### src/rtl/fp_norm_round_seq.sv
// rtl/fp_norm_round_seq.sv - normalise and round-to-nearest-even stage for the FP multiplier
// Multi-cycle normaliser (one shift per cycle) followed by a single rounding/range-check cycle.
module fp_norm_round_seq #(
  parameter  int MW = 23,
  parameter  int EW = 8,
  localparam int PW = 2*(MW+1)
) (
  input  logic          clk,
  input  logic          rst_n,
  input  logic          in_valid,
  output logic          in_ready,
  input  logic [PW-1:0] in_frac,
  input  logic [EW+1:0] in_exp,
  input  logic          in_sign,
  output logic          out_valid,
  input  logic          out_ready,
  output logic          out_sign,
  output logic [EW-1:0] out_exp,
  output logic [MW-1:0] out_frac,
  output logic          overflow,
  output logic          underflow
);

  typedef enum logic [1:0] {IDLE, NORM, ROUND, DONE} state_t;

  localparam logic signed [EW+1:0] EXP_ONE = (EW+2)'(1);
  localparam logic signed [EW+1:0] EMAX_S  = (EW+2)'((1 << EW) - 1);

  state_t                 state_q;
  logic [PW-1:0]          frac_q;
  logic signed [EW+1:0]   exp_q;
  logic                   sign_q;
  logic                   sticky_q;

  logic                   out_valid_q;
  logic                   out_sign_q;
  logic [EW-1:0]          out_exp_q;
  logic [MW-1:0]          out_frac_q;
  logic                   ovf_q;
  logic                   unf_q;

  logic [MW-1:0]          mant;
  logic                   guard;
  logic                   sticky_all;
  logic                   round_up;
  logic [MW:0]            mant_sum;
  logic signed [EW+1:0]   exp_rnd;
  logic [EW-1:0]          exp_d;
  logic [MW-1:0]          frac_d;
  logic                   ovf_d;
  logic                   unf_d;

  // Rounding and range check operate on the already-normalised value (hidden bit at PW-2).
  always_comb begin
    mant       = frac_q[PW-3 -: MW];
    guard      = frac_q[PW-3-MW];
    sticky_all = (|frac_q[PW-4-MW:0]) | sticky_q;
    round_up   = guard & (sticky_all | mant[0]);
    mant_sum   = {1'b0, mant} + {{MW{1'b0}}, round_up};
    exp_rnd    = mant_sum[MW] ? (exp_q + EXP_ONE) : exp_q;
    exp_d      = '0;
    frac_d     = '0;
    ovf_d      = 1'b0;
    unf_d      = 1'b0;
    if (exp_rnd >= EMAX_S) begin
      exp_d = '1;
      ovf_d = 1'b1;
    end else if (exp_rnd[EW+1] || (exp_rnd == '0)) begin
      unf_d = 1'b1;
    end else begin
      exp_d  = exp_rnd[EW-1:0];
      frac_d = mant_sum[MW-1:0];
    end
  end

  always_ff @(posedge clk or negedge rst_n) begin
    if (!rst_n) begin
      state_q     <= IDLE;
      frac_q      <= '0;
      exp_q       <= '0;
      sign_q      <= 1'b0;
      sticky_q    <= 1'b0;
      out_valid_q <= 1'b0;
      out_sign_q  <= 1'b0;
      out_exp_q   <= '0;
      out_frac_q  <= '0;
      ovf_q       <= 1'b0;
      unf_q       <= 1'b0;
    end else begin
      unique case (state_q)
        IDLE: begin
          if (in_valid) begin
            frac_q   <= in_frac;
            exp_q    <= in_exp;
            sign_q   <= in_sign;
            sticky_q <= 1'b0;
            state_q  <= NORM;
          end
        end
        NORM: begin
          if (frac_q[PW-1]) begin
            frac_q   <= frac_q >> 1;
            sticky_q <= sticky_q | frac_q[0];
            exp_q    <= exp_q + EXP_ONE;
            state_q  <= ROUND;
          end else if (frac_q[PW-2]) begin
            state_q <= ROUND;
          end else if (frac_q == '0) begin
            out_sign_q  <= sign_q;
            out_exp_q   <= '0;
            out_frac_q  <= '0;
            ovf_q       <= 1'b0;
            unf_q       <= 1'b0;
            out_valid_q <= 1'b1;
            state_q     <= DONE;
          end else begin
            frac_q <= frac_q << 1;
            exp_q  <= exp_q - EXP_ONE;
          end
        end
        ROUND: begin
          out_sign_q  <= sign_q;
          out_exp_q   <= exp_d;
          out_frac_q  <= frac_d;
          ovf_q       <= ovf_d;
          unf_q       <= unf_d;
          out_valid_q <= 1'b1;
          state_q     <= DONE;
        end
        DONE: begin
          if (out_ready) begin
            out_valid_q <= 1'b0;
            state_q     <= IDLE;
          end
        end
        default: state_q <= IDLE;
      endcase
    end
  end

  assign in_ready  = (state_q == IDLE);
  assign out_valid = out_valid_q;
  assign out_sign  = out_sign_q;
  assign out_exp   = out_exp_q;
  assign out_frac  = out_frac_q;
  assign overflow  = ovf_q;
  assign underflow = unf_q;

endmodule

### config.mk
export PLATFORM = sky130hd
export DESIGN_NAME = fp_norm_round_seq
export DESIGN_NICKNAME = d
export VERILOG_FILES = /design/src/rtl/fp_norm_round_seq.sv
export SDC_FILE = /design/constraint.sdc
export NUM_CORES = 1
export LEC_CHECK = 0
export CORE_MARGIN = 1
export CORE_UTILIZATION = 40
export CTS_CLUSTER_DIAMETER = 200
export DETAILED_ROUTE_END_ITERATION = 10
export PLACE_DENSITY_LB_ADDON = 0.25
export SYNTH_ARGS = -nofsm -noshare
export SYNTH_HDL_FRONTEND = slang
export SYNTH_SLANG_ARGS = --single-unit
### constraint.sdc
create_clock -name clk -period 4.4 [get_ports clk]
set_clock_uncertainty 0.2 [all_clocks]
set_input_delay 1.1 -clock clk [delete_from_list [all_inputs] [get_ports clk]]
set_output_delay 1.1 -clock clk [all_outputs]
set_load 0.02 [all_outputs]
==> results.txt <==
Detailed Route Iter0 Violations: 579
Largest fanout on the critical path: 22
Maximum clock frequency: 300.9 MHz
Max-slew violation count: 0
Critical Path Start Type: flip-flop
TritonCTS clock tree: built
Number of antenna violations at the first check in global routing: 0
DRT Pass-1 Iters: 10
Share of total power in combinational logic: 50.7%
Critical path, cell by cell: nand3_2, nor4_1, and4_1, mux2i_1, and2b_1, nand3_2, o21ai_0
Total routed wirelength: 15,720 um
Setup Buffers After CTS: 0
R2R setup slack: 1.08 ns
Number of sinks handled by clock tree synthesis: 97
Final critical path time including I/O delays and setup: 3.324 ns
Fraction of registers with async set or reset after synthesis: 100.0%
WL per Instance: 17.56 um
Half-perimeter wire length of the detailed placement result: 10,630 um
Peak ir drop on the vdd network: 0.4159 mV
Post-Place Worst Slack: 0.9817 ns
Result of the run: finished clean
Cell Count Post-Placement: 879
Core area: 14,040 sq um
Origin of the worst min-delay path: out_frac[15]
Avg Inst Size Synth: 8.908 sq um
Worst reg2reg startpoint: exp_q[2]
Slew headroom: 38.64%
Data required time of the critical path: 4.45 ns
Vias in the first global route: 4,966
Endpoint, Worst Hold: out_frac[15]
Port Buffer Count: 98
Crit path top cell by count: sky130_fd_sc_hd__nand3_2
Unrepaired setup endpoints after global routing: no
Global Route Usage Sum: 21.96%
Biggest cell delay along the critical path: 0.68 ns
Top Ports: 99
Maximum number of pins on one net before global-route repair: 93
Clk_lat worst skew: 0.35 ns
Final number of setup-violating endpoints: 0
Worst path bufs/invs: 0
Floorplan die width: 122.7 um
H-tree depth: 3
Dominant synthesized flop cell: sky130_fd_sc_hd__dfrtp_1
PnR worst setup slack: 1.076 ns
Tightest Pin Transition: 0.9174 ns
Post-cts sizing count: 0
Effective utilization at floorplan: 41.49%
Class of the most critical setup path: reg -> reg
Antenna Violating Nets Remaining: 0
Nets: 780
RD Place Congestion: 0.8789
Max cap viols: 0
Static power due to leakage: 2.923 nW
Count of inserted antenna diode cells: 0
Ratio of final minimum period to clock period: 75.54%
Number of remaining DRC errors: 0
Reg2Reg Capture Point: out_frac[0]
Sequential share of power: 35.6%
TNS Setup: 0 ns
PwrDens: 775.5 nW/um^2
FP Rows: 43
Final Hold Viols: 0
Number of buffers on the longest clock path: 2
Cell count of the worst hold path: 2
Average vias per placed instance: 5.939
Total gr overflow: 0
Worst hold-check slack: 0.2761 ns
Post-route insts no fill: 895
Design internal power: 0.002931 W
CTS root buf: sky130_fd_sc_hd__clkbuf_16
Depth of the most critical reg-to-reg path: 7
Share of final-layout standard cells stronger than drive strength 1: 8.811%
Placed inst area: 6853 sq um
Final Instance Area: 7132 sq um
Switching Power: 0.002599 W
Switching share of power: 47.00%
First-pass GRT wire length: 25,720 um
Net Count, Synth: 724
Nature of the critical path endpoint: flip-flop
Cell with the biggest individual delay on the critical path: sky130_fd_sc_hd__dfrtp_1
Signed area change from the synthesized netlist to the final layout: 22.42%
Chip Height: 122.7 um
Number of buffers created by CTS: 9
Crit path arrival time: 3.38 ns
Worst hold-check path type: reg -> reg
Cell count after synthesis: 654
Synthesized cell area: 5826 sq um
Count of flip-flops with a built-in enable after synthesis: 0
Post-CTS clock slew at the launch and capture registers of the worst setup and hold paths: 0.07 ns
Fill cell total of the finished layout: 1,264
Flops & latches, synth: 97
Ys Warns: 0
Share of the yosys chip area belonging to registers: 41.67%
Gate family responsible for the most delay along the worst path: simple AND/OR/NAND/NOR gates
Depth of the critical timing path with buffers and inverters included: 7
Area of the die: 15,050 sq um
Overall via count from detail_route: 5,315
Clock share of power: 13.6%
Post-synthesis cell type count: 58
Hold buffers post-CTS: 0
==> placed cells by master, fill, tap and decap left out, types with 11 or more instances in the layout <==
| cell type | netlist | routed |
|---|---|---|
| sky130_fd_sc_hd__nor2_1 | 69 | 69 |
| sky130_fd_sc_hd__xnor2_1 | 14 | 14 |
| sky130_fd_sc_hd__o21ai_2 | 20 | 20 |
| sky130_fd_sc_hd__nand2_1 | 51 | 51 |
| sky130_fd_sc_hd__dfrtp_1 | 97 | 97 |
| sky130_fd_sc_hd__clkdlybuf4s50_1 | 0 | 97 |
| sky130_fd_sc_hd__nand3_1 | 18 | 18 |
| sky130_fd_sc_hd__a21oi_1 | 66 | 65 |
| sky130_fd_sc_hd__nor4_1 | 16 | 16 |
| sky130_fd_sc_hd__nand4_1 | 13 | 13 |
| sky130_fd_sc_hd__xor2_1 | 21 | 21 |
| sky130_fd_sc_hd__o21ai_0 | 15 | 15 |
| sky130_fd_sc_hd__a222oi_1 | 12 | 12 |
| sky130_fd_sc_hd__a221oi_1 | 33 | 33 |
| sky130_fd_sc_hd__inv_1 | 11 | 11 |
| sky130_fd_sc_hd__and3_1 | 41 | 41 |
==> stage by stage <==
stage	utilization, %	total power [W]
2_1_floorplan	-	0.003899
3_3_place_gp	48.80	0.004678
3_5_place_dp	48.80	0.004785
4_1_cts	50.79	0.005548
5_1_grt	50.79	0.005984
6_report	50.79	0.005531
==> cell type report <==
cell class | count | area (sq um) | share of cell area [%]
multi-input combinational | 485 | 3108 | 43.58
clock buffer | 9 | 225.2 | 3.158
inverter | 11 | 41.29 | 0.5789
clock inverter | 7 | 53.80 | 0.7544
timing repair buffer | 106 | 1051 | 14.74
sequential | 97 | 2427 | 34.04
tap | 180 | 225.2 | 3.158
==> state kept, by name (all words and copies together), names as in the netlist <==
register	cells
out_frac	23
underflow	1
exp_q	10
out_sign	1
out_valid	1
out_exp	8
frac_q	48
state_q	2
overflow	1
sticky_q	1
sign_q	1
==> power groups by stage <==
stage               Clock, W  Combinational [W]  Sequential (W)
detailed placement         0            0.00281         0.00198
global placement           0            0.00272         0.00195
finish              0.000754            0.00281         0.00197
floorplan                  0            0.00209         0.00181
CTS                 0.000771            0.00282         0.00196
global route        0.000808            0.00312         0.00206
==> logic make-up after synthesis <==
group	count (synthesis)	share of synthesized area [%]
adder cells (fa/ha/maj)	7	1.503
XOR/XNOR	35	5.262
flip-flops	97	41.67
buffers and inverters	72	5.348
multiplexers	11	2.019
AO/OA/AOI/OAI	186	22.55
AND/OR/NAND/NOR	246	21.65
==> cell usage after synthesis, types with 4 or more instances <==
cell type / number / area [sq um]
sky130_fd_sc_hd__a21o_1: 6 / 45.04
sky130_fd_sc_hd__a21oi_1: 66 / 330.3
sky130_fd_sc_hd__a221o_1: 4 / 40.04
sky130_fd_sc_hd__a221oi_1: 33 / 289.0
sky130_fd_sc_hd__a222oi_1: 12 / 120.1
sky130_fd_sc_hd__a22o_1: 4 / 35.03
sky130_fd_sc_hd__and3_1: 41 / 256.5
sky130_fd_sc_hd__and4_1: 4 / 35.03
sky130_fd_sc_hd__buf_1: 4 / 15.01
sky130_fd_sc_hd__buf_2: 14 / 70.07
sky130_fd_sc_hd__clkbuf_1: 38 / 142.6
sky130_fd_sc_hd__dfrtp_1: 97 / 2427
sky130_fd_sc_hd__ha_1: 7 / 87.58
sky130_fd_sc_hd__inv_1: 11 / 41.29
sky130_fd_sc_hd__mux2_2: 6 / 67.56
sky130_fd_sc_hd__mux2i_1: 5 / 50.05
sky130_fd_sc_hd__nand2_1: 51 / 191.4
sky130_fd_sc_hd__nand3_1: 18 / 90.09
sky130_fd_sc_hd__nand4_1: 13 / 81.33
sky130_fd_sc_hd__nor2_1: 69 / 259.0
sky130_fd_sc_hd__nor2b_1: 4 / 25.02
sky130_fd_sc_hd__nor3_1: 10 / 50.05
sky130_fd_sc_hd__nor4_1: 16 / 100.1
sky130_fd_sc_hd__o21ai_0: 15 / 75.07
sky130_fd_sc_hd__o21ai_2: 20 / 175.2
sky130_fd_sc_hd__o22ai_1: 4 / 25.02
sky130_fd_sc_hd__xnor2_1: 14 / 122.6
sky130_fd_sc_hd__xor2_1: 21 / 183.9
==> worst max-delay path by stage <==
stage	start	endpoint	slack, ns
finish	exp_q[2]	out_frac[0]	1.08
global route	exp_q[2]	out_frac[0]	0.75
CTS	exp_q[2]	out_frac[0]	1.09
detailed placement	in_valid	frac_q[21]	0.98
global placement	in_valid	frac_q[33]	1.11
floorplan	in_valid	exp_q[3]	1.85
==> layer usage <==
metal | GRT usage, % | wire [um] | vias to the layer above | part of all wire, %
li1 | - | - | 2541 | -
met5 | 0 | 0 | - | 0
met3 | 2.974 | 977 | 30 | 6.2
met4 | 10.29 | 439 | 0 | 2.8
met1 | 31.07 | 7149 | 2531 | 45
met2 | 33.08 | 7151 | 213 | 45
==> worst register-to-register path: stages (launching register included) <==
cell and delay [ns]:
sky130_fd_sc_hd__dfrtp_1 0.68, sky130_fd_sc_hd__nand3_2 0.27, sky130_fd_sc_hd__nor4_1 0.39, sky130_fd_sc_hd__and4_1 0.26
sky130_fd_sc_hd__mux2i_1 0.27, sky130_fd_sc_hd__and2b_1 0.22, sky130_fd_sc_hd__nand3_2 0.57, sky130_fd_sc_hd__o21ai_0 0.38
(Power assumes the default switching activity.)
